**src/rtl/riscv_arb_pkg.sv**
```systemverilog
// Shared encodings for the I/D line-refill arbiter: FSM states, one-hot grants
// and memory operation codes.
package riscv_arb_pkg;

    typedef enum logic [1:0] {
        IDLE  = 2'd0,
        DSERV = 2'd1,
        ISERV = 2'd2,
        DONE  = 2'd3
    } arb_state_t;

    localparam logic [1:0] GNT_D = 2'b01;
    localparam logic [1:0] GNT_I = 2'b10;

    localparam logic OP_RD = 1'b0;
    localparam logic OP_WR = 1'b1;

endpackage

```
**src/rtl/riscv_arb_rr.sv**
```systemverilog
// Two-way round-robin picker: combinational one-hot grant, with the last-granted
// side remembered so the other side wins the next tie.
module riscv_arb_rr
    import riscv_arb_pkg::*;
(
    input  logic       clk,
    input  logic       rst,
    input  logic       req_d,
    input  logic       req_i,
    input  logic       update,
    output logic [1:0] grant
);

    logic last_was_i;

    always_comb begin
        grant = 2'b00;
        if (req_d && req_i) begin
            grant = last_was_i ? GNT_D : GNT_I;
        end else if (req_d) begin
            grant = GNT_D;
        end else if (req_i) begin
            grant = GNT_I;
        end
    end

    // Starting from "last was I" makes the D side win the first tie after reset.
    always_ff @(posedge clk) begin
        if (rst) begin
            last_was_i <= 1'b1;
        end else if (update && (grant != 2'b00)) begin
            last_was_i <= (grant == GNT_I);
        end
    end

endmodule

```
**src/rtl/riscv_mem_arbiter.sv**
```systemverilog
// Serialises I-cache and D-cache line transactions onto one shared main-memory
// port; returns read lines and a one-cycle ready pulse to the winning side.
module riscv_mem_arbiter
    import riscv_arb_pkg::*;
#(
    parameter int DATA_WIDTH = 128,
    parameter int S_ADDR     = 10
) (
    input  logic                  i_riscv_clk,
    input  logic                  i_riscv_rst,

    input  logic                  i_riscv_arb_dmem_wren,
    input  logic                  i_riscv_arb_dmem_rden,
    input  logic [S_ADDR-1:0]     i_riscv_arb_dmem_addr,
    input  logic [DATA_WIDTH-1:0] i_riscv_arb_dmem_wdata,
    output logic [DATA_WIDTH-1:0] o_riscv_arb_dmem_rdata,
    output logic                  o_riscv_arb_dmem_ready,

    input  logic                  i_riscv_arb_imem_rden,
    input  logic [S_ADDR-1:0]     i_riscv_arb_imem_addr,
    output logic [DATA_WIDTH-1:0] o_riscv_arb_imem_rdata,
    output logic                  o_riscv_arb_imem_ready,

    output logic                  o_riscv_arb_mem_wren,
    output logic                  o_riscv_arb_mem_rden,
    output logic [S_ADDR-1:0]     o_riscv_arb_mem_addr,
    output logic [DATA_WIDTH-1:0] o_riscv_arb_mem_wdata,
    input  logic [DATA_WIDTH-1:0] i_riscv_arb_mem_rdata,
    input  logic                  i_riscv_arb_mem_ready
);

    arb_state_t state;
    logic       cur_op;
    logic       d_req;
    logic       sample;
    logic [1:0] grant;

    assign d_req  = i_riscv_arb_dmem_wren | i_riscv_arb_dmem_rden;
    assign sample = (state == IDLE);

    riscv_arb_rr u_rr (
        .clk    (i_riscv_clk),
        .rst    (i_riscv_rst),
        .req_d  (d_req),
        .req_i  (i_riscv_arb_imem_rden),
        .update (sample),
        .grant  (grant)
    );

    // DONE both pulses ready and gives requesters a cycle to drop their level
    // requests before IDLE samples again.
    always_ff @(posedge i_riscv_clk) begin
        if (i_riscv_rst) begin
            state                  <= IDLE;
            cur_op                 <= OP_RD;
            o_riscv_arb_mem_wren   <= 1'b0;
            o_riscv_arb_mem_rden   <= 1'b0;
            o_riscv_arb_mem_addr   <= '0;
            o_riscv_arb_mem_wdata  <= '0;
            o_riscv_arb_dmem_rdata <= '0;
            o_riscv_arb_imem_rdata <= '0;
            o_riscv_arb_dmem_ready <= 1'b0;
            o_riscv_arb_imem_ready <= 1'b0;
        end else begin
            case (state)
                IDLE: begin
                    if (grant == GNT_D) begin
                        state                 <= DSERV;
                        cur_op                <= i_riscv_arb_dmem_wren ? OP_WR : OP_RD;
                        o_riscv_arb_mem_wren  <= i_riscv_arb_dmem_wren;
                        o_riscv_arb_mem_rden  <= ~i_riscv_arb_dmem_wren;
                        o_riscv_arb_mem_addr  <= i_riscv_arb_dmem_addr;
                        o_riscv_arb_mem_wdata <= i_riscv_arb_dmem_wdata;
                    end else if (grant == GNT_I) begin
                        state                 <= ISERV;
                        cur_op                <= OP_RD;
                        o_riscv_arb_mem_wren  <= 1'b0;
                        o_riscv_arb_mem_rden  <= 1'b1;
                        o_riscv_arb_mem_addr  <= i_riscv_arb_imem_addr;
                        o_riscv_arb_mem_wdata <= '0;
                    end
                end
                DSERV: begin
                    if (i_riscv_arb_mem_ready) begin
                        o_riscv_arb_mem_wren   <= 1'b0;
                        o_riscv_arb_mem_rden   <= 1'b0;
                        o_riscv_arb_dmem_ready <= 1'b1;
                        state                  <= DONE;
                        if (cur_op == OP_RD) begin
                            o_riscv_arb_dmem_rdata <= i_riscv_arb_mem_rdata;
                        end
                    end
                end
                ISERV: begin
                    if (i_riscv_arb_mem_ready) begin
                        o_riscv_arb_mem_wren   <= 1'b0;
                        o_riscv_arb_mem_rden   <= 1'b0;
                        o_riscv_arb_imem_ready <= 1'b1;
                        o_riscv_arb_imem_rdata <= i_riscv_arb_mem_rdata;
                        state                  <= DONE;
                    end
                end
                DONE: begin
                    o_riscv_arb_dmem_ready <= 1'b0;
                    o_riscv_arb_imem_ready <= 1'b0;
                    state                  <= IDLE;
                end
                default: begin
                    state <= IDLE;
                end
            endcase
        end
    end

endmodule

```
**config.mk**
```make
export PLATFORM = sky130hd
export DESIGN_NAME = riscv_mem_arbiter
export DESIGN_NICKNAME = d
export VERILOG_FILES = /design/src/rtl/riscv_arb_pkg.sv /design/src/rtl/riscv_arb_rr.sv /design/src/rtl/riscv_mem_arbiter.sv
export SDC_FILE = /design/constraint.sdc
export NUM_CORES = 1
export LEC_CHECK = 0
export CORE_AREA = 2 2 268 270
export CTS_BUF_LIST = sky130_fd_sc_hd__clkbuf_8
export DETAILED_ROUTE_END_ITERATION = 16
export DIE_AREA = 0 0 270 272
export PLACE_DENSITY_LB_ADDON = 0.2
export SYNTH_ARGS = -nofsm -noshare
export SYNTH_HDL_FRONTEND = slang
export SYNTH_SLANG_ARGS = --single-unit
```
**constraint.sdc**
```tcl
create_clock -name i_riscv_clk -period 2.8 [get_ports i_riscv_clk]
set_input_delay 0.7 -clock i_riscv_clk [delete_from_list [all_inputs] [get_ports i_riscv_clk]]
set_output_delay 0.7 -clock i_riscv_clk [all_outputs]
set_load 0.005 [all_outputs]
```
==> results.cfg, run 1 <==
[logic_synthesis]
synth.top_cell.area_share_pct = 55.63
netlist_area_sq_um = 14470
synth_area_leaders = dfxtp_1, nand2_1, a21oi_1
synthCells = 1787
synth.yosys.seq_area_share_pct = 55.63
ys_top_cells_by_count = nand2_1, dfxtp_1, a21oi_1
syn_area_per_cell_sq_um = 8.096
async_flop_share_pct = 0
yosysMostFrequentCell = nand2_1
yosys_warnings = 0
synth.distinct_cells = 26
synth-seq-cells = 402
syn_nets = 2077
ys.flop_type = dfxtp_1
synth_edf_count = 0
synth_top_cell_by_area = dfxtp_1

[worst_setup_path]
r2r_cells = 8
critPathCaptureType = primary output
startpoint_type = flop
crit_family = buffers and inverters
cp_max_fo = 2
worstReg2RegEnd = o_riscv_arb_mem_wdata[82]
reg2reg_slack_ps = 850
cp_data_arrival_time_ps = 1640
crit_start = o_riscv_arb_dmem_ready
cp.depth = 1
crit_chain = clkdlybuf4s50_1
slowest_stage = clkdlybuf4s50_1
worstSetupPathType = flop to primary output
critPathBufInv = 1
slowest_delay_ps = 690
critPathRequiredTime_ps = 2100
r2r_start = u_rr.last_was_i
cp-endpoint = o_riscv_arb_dmem_ready

[sta]
rsz0062_at_grt = false
finalCritPeriodShare_pct = 83.40
tightest_slew_ps = 712.3
timing.hold.ws_ps = 447.2
finClkSkew_ps = 21.78
hold_viol = 0
maxSlewHeadroom_pct = 52.51
period_minus_slack_ps = 2335
setup-violations-final = 0
maxSlewViolCount = 0
fin_ws_ps = 464.7
max_freq_mhz = 428.2

[place]
io_buffers = 679
dp_slack_ps = -30.24
dp_hpwl_um = 42430
place_congestion = 0.8016

[routing]
vias = 14750
drc = 0
drt_iter0_markers = 626
ant_nets = 0
drtPass1Iterations = 5
viasPerCell = 4.269
post_drt_wl_per_cell_um = 17.36
wl_um = 59970

[grt]
grt-ovfl-total = 0
grt_util_met2_pct = 26.78
grt_pass1_vias = 14620
grt_util_met1_pct = 17.12
busiest_layer = met2
grt_pass1_wl_um = 88950
track_usage_pct = 15.49
grt_max_degree = 86
grtUsageMet3_pct = 6.841
antenna_found_initial = 7

[power]
power.total_w = 0.01816
p_leak_nw = 8.205
powerDensity_nw_per_um2 = 761.7
peakVddDrop_uv = 371.5

[cts]
tritoncts = yes
clock_latency_ps = 630
postCtsHoldBufs = 0
cts_resized = 0
clock-sinks = 402
clk_pin_slew_worst_paths_ps = 50
root_buffer = clkbuf_8
clockBufferDepth = 3
numCtsBuffers = 77
h-tree-depth = 3
cts_setup_buffers = 0

[floorplan]
die_area_sq_um = 73440
num_rows = 98
core-area_sq_um = 70750
io-pin-count = 680
die_y_um = 272
initial_core_util_pct = 20.45
die_w_um = 270

[final_layout]
fillers = 7414
drive_above_1_share_pct = 6.680
final_net_count = 2743
area_growth_pct = 64.78

[outcome]
status = finished, final reports clean

[hold_path]
hold_path_class = flop to flop

[flow_run]
maxCapViolations = 0
tightest hold or removal path, cell delays in order (launching register included):
cell and delay [ps]:
dfxtp_1 300, nand2_1 50, a21oi_1 50
where the power goes:
group	total, W	switching, W	internal (W)
logic	0.00562	0.00285	0.00277
registers	0.00686	0.000391	0.00647
clock network	0.00568	0.00257	0.00311
cells by family (layout without fill, tap and decap cells):
group                      after synthesis  in the layout  share of synthesized area, %
AOI/OAI and AO/OA                      411            411                         14.51
other                                    0              5                             0
muxes                                   10             10                        0.6919
DFF                                    402            402                         55.63
adders and majority gates                8              8                        0.6919
and+or+nand+nor                        803            803                         22.35
buffers and inverters                  153            866                         6.132
placed cells by master (no fill, tap or decap):
cell type / netlist / layout
clkdlybuf4s50_1: 0 / 678
nand2_1: 647 / 646
dfxtp_1: 402 / 402
a21oi_1: 391 / 391
nand3_1: 129 / 129
clkbuf_8: 0 / 91
buf_4: 17 / 31
inv_1: 5 / 28
buf_12: 0 / 25
mux2i_1: 10 / 10
nor2_1: 10 / 10
a211oi_1: 10 / 10
ha_1: 8 / 7
nor2b_1: 7 / 6
diode_2: 0 / 5
clkinv_2: 0 / 5
o21ai_0: 4 / 4
a211o_1: 3 / 3
clkinvlp_4: 0 / 3
o31ai_1: 2 / 2
nand2b_1: 3 / 2
inv_6: 0 / 2
bufinv_16: 0 / 2
or4_1: 1 / 1
or4b_1: 1 / 1
o22ai_1: 1 / 1
and2_1: 2 / 1
and3b_4: 0 / 1
nand3b_1: 1 / 1
and2_4: 0 / 1
nand2_4: 0 / 1
nor2b_4: 0 / 1
nand2b_4: 0 / 1
nor3b_2: 1 / 1
ha_4: 0 / 1
buf_8: 0 / 1
state kept, by name (all words and copies together) (netlist names):
| signal | flops |
|---|---|
| o_riscv_arb_mem_addr | 10 |
| o_riscv_arb_imem_rdata | 128 |
| o_riscv_arb_dmem_ready | 1 |
| o_riscv_arb_imem_ready | 1 |
| state | 2 |
| o_riscv_arb_mem_wdata | 128 |
| o_riscv_arb_mem_wren | 1 |
| u_rr.last_was_i | 1 |
| o_riscv_arb_dmem_rdata | 128 |
| o_riscv_arb_mem_rden | 1 |
| cur_op | 1 |
how the worst min path moves through the flow:
stage                               from                        end  slack [ps]  depth (start not counted)
3_3_place_gp   o_riscv_arb_mem_wdata[68]  o_riscv_arb_mem_wdata[68]         440                          2
6_report        o_riscv_arb_mem_wdata[6]   o_riscv_arb_mem_wdata[6]         450                          2
5_1_grt        o_riscv_arb_mem_wdata[36]  o_riscv_arb_mem_wdata[36]         470                          2
2_1_floorplan                     cur_op                     cur_op         440                          2
4_1_cts         o_riscv_arb_mem_wdata[6]   o_riscv_arb_mem_wdata[6]         450                          2
3_5_place_dp    o_riscv_arb_mem_wdata[6]   o_riscv_arb_mem_wdata[6]         440                          2
layout make-up:
class,instances,area [sq um],share of cell area [%]
diodes,5,12.51,0.05248
clock buffers,91,1252,5.253
clock inverters,35,211.5,0.8870
inverters,5,18.77,0.07872
multi-input cells,1232,5574,23.38
flip-flops and latches,402,8048,33.76
well taps,950,1189,4.986
repair buffers,735,7535,31.60
metal layers:
layer / vias to the layer above / share of wire, %
met5: - / 0.065
met4: 6 / 2.1
met3: 99 / 10
met2: 559 / 48
met1: 6881 / 40
li1: 7203 / -
stage by stage:
step	TNS [ps]	util (%)	instance area (sq um)	std cells
after global placement	0	31.61	22360	3324
after CTS	0	33.68	23830	3450
after floorplan	0	-	14470	1787
final	0	33.70	23840	3455
after detailed placement	-91.45	31.61	22360	3324
after global routing	0	33.69	23840	3453
No activity file was read; power rests on OpenSTA's default activity.
==> run 2: changes to the inputs <==
CORE_AREA = 2 2 266 268   (was 2 2 268 270)
DIE_AREA = 0 0 268 270   (was 0 0 270 272)
clock period = 1.9 ns   (was 2.8 ns; I/O delays follow)
==> results.cfg, run 2 (same netlist as run 1, synthesis figures left out) <==
[sta]
finalSetupTns_ps = 0
fin_ws_ps = 75.59
period_minus_slack_ps = 1824
hold_viol = 0
tightest_slew_ps = 455.4
max_freq_mhz = 548.1
maxSlewHeadroom_pct = 69.64
finClkSkew_ps = 39.56
setup-violations-final = 0
finalCritPeriodShare_pct = 96.02
maxSlewViolCount = 0

[place]
dp_hpwl_um = 44880
io_buffers = 679
dp_slack_ps = -651.6
placedCellCount = 3343
place_congestion = 0.8084

[grt]
antenna_found_initial = 5
track_usage_pct = 16.21
grt-ovfl-total = 0
grt_pass1_vias = 14850
grt_max_degree = 92
grt_pass1_wl_um = 90470

[floorplan]
num_rows = 97
die_area_sq_um = 72360
die_y_um = 270
io-pin-count = 680
core-area_sq_um = 69540
die_w_um = 268
initial_core_util_pct = 20.80

[worst_setup_path]
cp_data_arrival_time_ps = 2350
startpoint_type = input port
critPathCaptureType = flop
crit_chain = clkdlybuf4s50_1, o22ai_4, nand2_2, ha_4, nor2b_4, buf_12, buf_16, nor2_1, a211oi_1
critPathRequiredTime_ps = 2420
slowest_delay_ps = 480
slowest_stage = clkdlybuf4s50_1
worstSetupPathType = input port to flop
cp_max_fo = 15

[final_layout]
layout_commonest_cell = nand2_1
final_util_pct = 34.53
final_cell_mix = nand2_1, dlygate4sd2_1, a21oi_1
drive_above_1_share_pct = 9.288
fillers = 7354
top_regs = o_riscv_arb_dmem_rdata x128, o_riscv_arb_imem_rdata x128, o_riscv_arb_mem_wdata x128
area_growth_pct = 65.98
multiInputGateArea_sq_um = 5603
instances_no_fill = 3485
regArea_sq_um = 8077
final_net_count = 2779

[cts]
h-tree-depth = 3
clock_latency_ps = 640
root_buffer = clkbuf_8
clockBufferDepth = 3
postCtsHoldBufs = 0
clock-sinks = 402
tritoncts = yes
clk_pin_slew_worst_paths_ps = 60
numCtsBuffers = 76

[routing]
vias = 14820
drtPass1Iterations = 5
wl_um = 61600
drc = 0
ant_nets = 0
post_drt_wl_per_cell_um = 17.68
drt_iter0_markers = 638
viasPerCell = 4.254

[flow_run]
maxCapViolations = 0

[power]
powerDensity_nw_per_um2 = 1116
p_leak_nw = 10.33
peakVddDrop_uv = 610.9

[outcome]
status = finished, final reports clean

[hold_path]
hold_path_class = input port to flop
==> run 2: changes by cell type in the layout (fill, tap and decap cells not counted), sizes merged, moves of 3 or more <==
| cell | delta |
|---|---|
| inv | +3 |
| clkdlybuf4s15 | +5 |
| clkdlybuf4s50 | -399 |
| dlygate4sd2 | +391 |
| buf | +33 |
| clkbuf | +7 |
==> run 2: area by class of cell <==
cell class              instances  share of cell area [%]
inverters                       5                 0.07816
diodes                          4                 0.04168
clock buffers                  93                   5.330
multi-input cells            1232                   23.33
flip-flops and latches        402                   33.63
repair buffers                772                   31.87
well taps                     940                   4.898
clock inverters                37                  0.8128
==> run 2: layer usage <==
metal  wire [um]  up-vias  global-route usage, %
met1       23420     6875                  17.63
met2       29800      552                  27.54
li1            -     7298                      -
met4        1389        6                  4.852
met5          39        -                      0
met3        6947       93                  8.014
==> run 2: critical path, delay by kind of cell <==
| family | cells | cell delay (ps) |
|---|---|---|
| buf+inv | 3 | 840 |
| compound gates | 2 | 470 |
| simple gates | 3 | 310 |
| fa+ha+maj | 1 | 240 |
==> run 2: metrics by stage <==
step	cell area (sq um)	hold slack, ps	total power, W
detailed placement	22810	444.3	0.01898
global placement	22810	438.1	0.01889
global route	24010	79.78	0.02851
CTS	23830	53.91	0.02690
finish	24010	135.3	0.02680
floorplan	14490	439.8	0.01410
==> run 2: what timing repair did <==
item	CTS	global route
endpoints found under the setup margin	398	111
resized for setup	429	13
pin swaps	0	3
buffers inserted	0	4
cloned	0	4
==> run 2: final timing paths <==
path / from / end / slack [ps] / depth (start not counted)
min reg2reg: o_riscv_arb_mem_wdata[8] / o_riscv_arb_mem_wdata[8] / 450 / 2
max: i_riscv_arb_dmem_wren / o_riscv_arb_mem_addr[4] / 80 / 9
min: i_riscv_rst / o_riscv_arb_imem_rdata[76] / 140 / 2
max reg2reg: u_rr.last_was_i / o_riscv_arb_mem_addr[4] / 80 / 8
==> run 2: report_power, final <==
part | internal [W] | switching (W)
combinational | 0.00394 | 0.00441
clock | 0.00454 | 0.00384
sequential | 0.00954 | 0.000528
total | 0.0180 | 0.00878
==> run 3: changes to the inputs <==
CORE_AREA = 2 2 268 270   (was 2 2 266 268)
CTS_CLUSTER_SIZE = 24   (was unset)
DIE_AREA = 0 0 270 272   (was 0 0 268 270)
clock period = 2.05 ns   (was 1.9 ns; I/O delays follow)
==> results.cfg, run 3 (same netlist as run 1, synthesis figures left out) <==
[routing]
wl_um = 60290
drt_iter0_markers = 645
drc = 0
vias = 14780
viasPerCell = 4.235
post_drt_wl_per_cell_um = 17.27
ant_nets = 0
drtPass1Iterations = 5

[worst_setup_path]
r2r_start = u_rr.last_was_i
worstSetupPathType = input port to flop
cp_max_fo = 60
r2r_cells = 7
startpoint_type = input port
critPathRequiredTime_ps = 2590
cp-endpoint = o_riscv_arb_mem_wdata[127]
critPathCaptureType = flop
reg2reg_slack_ps = 230
crit_start = i_riscv_arb_imem_rden
cp_data_arrival_time_ps = 2450
worstReg2RegEnd = o_riscv_arb_mem_wdata[127]

[floorplan]
die_area_sq_um = 73440
io-pin-count = 680
initial_core_util_pct = 20.45
die_w_um = 270
die_y_um = 272
core-area_sq_um = 70750
num_rows = 98

[grt]
grt_pass1_wl_um = 89740
grt_max_degree = 98
grt_pass1_vias = 14810
antenna_found_initial = 3
grt-ovfl-total = 0
track_usage_pct = 15.68

[sta]
fin_ws_ps = 137.2
maxSlewHeadroom_pct = 66.00
finalSetupTns_ps = 0
maxSlewViolCount = 0
setup-violations-final = 0
finalCritPeriodShare_pct = 93.31
timing.hold.ws_ps = 219.6
hold_viol = 0
tightest_slew_ps = 510.1
max_freq_mhz = 522.8
finClkSkew_ps = 52.57
period_minus_slack_ps = 1913
rsz0062_at_grt = false

[power]
peakVddDrop_uv = 460.9
p_int_w = 0.01695
pwr-share-comb_pct = 28.8
pwr-share-seq_pct = 37.2
p_leak_nw = 10.32
clkPwrFrac_pct = 34.0
switchingPower_w = 0.008140
p_sw_share_pct = 32.45
powerDensity_nw_per_um2 = 1047

[cts]
clk_pin_slew_worst_paths_ps = 60
clock_latency_ps = 660
clock-sinks = 402
h-tree-depth = 3
tritoncts = yes
root_buffer = clkbuf_8
clockBufferDepth = 3
numCtsBuffers = 80

[hold_path]
hold_path_class = input port to flop

[final_layout]
layout_commonest_cell = nand2_1
design_area_sq_um = 23960
fillers = 7531
final_util_pct = 33.86
drive_above_1_share_pct = 8.862
area_growth_pct = 65.61
top_regs = o_riscv_arb_dmem_rdata x128, o_riscv_arb_imem_rdata x128, o_riscv_arb_mem_wdata x128
final_net_count = 2767
final_cell_mix = nand2_1, dlygate4sd2_1, a21oi_1

[place]
place_area_sq_um = 22690
io_buffers = 679
dp_slack_ps = -593.0
place_congestion = 0.8186
dp_hpwl_um = 43130

[flow_run]
maxCapViolations = 0

[outcome]
status = finished, final reports clean
==> run 3: cell count changes in the layout (fill, tap and decap cells not counted), moves of 3 or more <==
| cell | delta |
|---|---|
| clkdlybuf4s15_1 | -3 |
| dfxtp_2 | -3 |
| clkbuf_8 | +11 |
| buf_16 | -3 |
| dfxtp_1 | +4 |
| clkbuf_16 | -3 |
| inv_1 | -3 |
| dlygate4sd2_1 | +6 |
| diode_2 | -3 |
| buf_4 | -9 |
==> run 3: final cells by class <==
class / instances / area (sq um) / share of cell area (%)
flip-flops and latches: 402 / 8069 / 33.68
repair buffers: 756 / 7403 / 30.90
multi-input cells: 1232 / 5580 / 23.29
clock buffers: 104 / 1431 / 5.974
well taps: 950 / 1189 / 4.961
clock inverters: 40 / 265.3 / 1.107
inverters: 5 / 18.77 / 0.07833
diodes: 1 / 2.502 / 0.01044
==> run 3: per-layer routing <==
layer	routed length [um]	track usage, %	vias to the layer above
li1	-	-	7273
met1	23500	17.56	6800
met2	28470	26.07	570
met3	6067	7.044	133
met4	2219	6.067	4
met5	30	0	-
==> run 3: worst min path at each step <==
stage | slack, ps | from | endpoint | cells past startpoint
2_1_floorplan | 440 | cur_op | cur_op | 2
5_1_grt | 160 | i_riscv_rst | o_riscv_arb_dmem_rdata[112] | 2
4_1_cts | 110 | i_riscv_rst | o_riscv_arb_dmem_rdata[112] | 2
3_3_place_gp | 440 | o_riscv_arb_mem_wdata[36] | o_riscv_arb_mem_wdata[36] | 2
3_5_place_dp | 440 | o_riscv_arb_dmem_rdata[84] | o_riscv_arb_dmem_rdata[84] | 2
6_report | 220 | i_riscv_rst | o_riscv_arb_imem_rdata[70] | 2
==> run 3: worst max-delay path, stage by stage <==
cell,delay [ps]
clkdlybuf4s50_1,500
inv_1,70
o22ai_2,190
nand2_1,140
ha_4,310
nand2b_4,170
buf_12,280
nand2_1,90
a21oi_1,150
==> run 3: power groups by stage <==
stage	sequential [W]	clock [W]	combinational, W
6_report	0.00932	0.00853	0.00723
5_1_grt	0.00945	0.00924	0.00795
2_1_floorplan	0.00956	0	0.00348
3_5_place_dp	0.00952	0	0.00789
4_1_cts	0.00934	0.00895	0.00726
3_3_place_gp	0.00949	0	0.00783
==> run 3: through the flow <==
stage | cells | total power (W)
floorplan | 1787 | 0.01304
global placement | 3342 | 0.01732
detailed placement | 3342 | 0.01740
CTS | 3486 | 0.02555
global route | 3490 | 0.02664
finish | 3490 | 0.02509
==> run 3: timing repair <==
item	in CTS	in global routing
resized for setup	414	2
cloned	0	1
endpoints found under the setup margin	397	70
hold buffers	0	0
buffers inserted	0	2
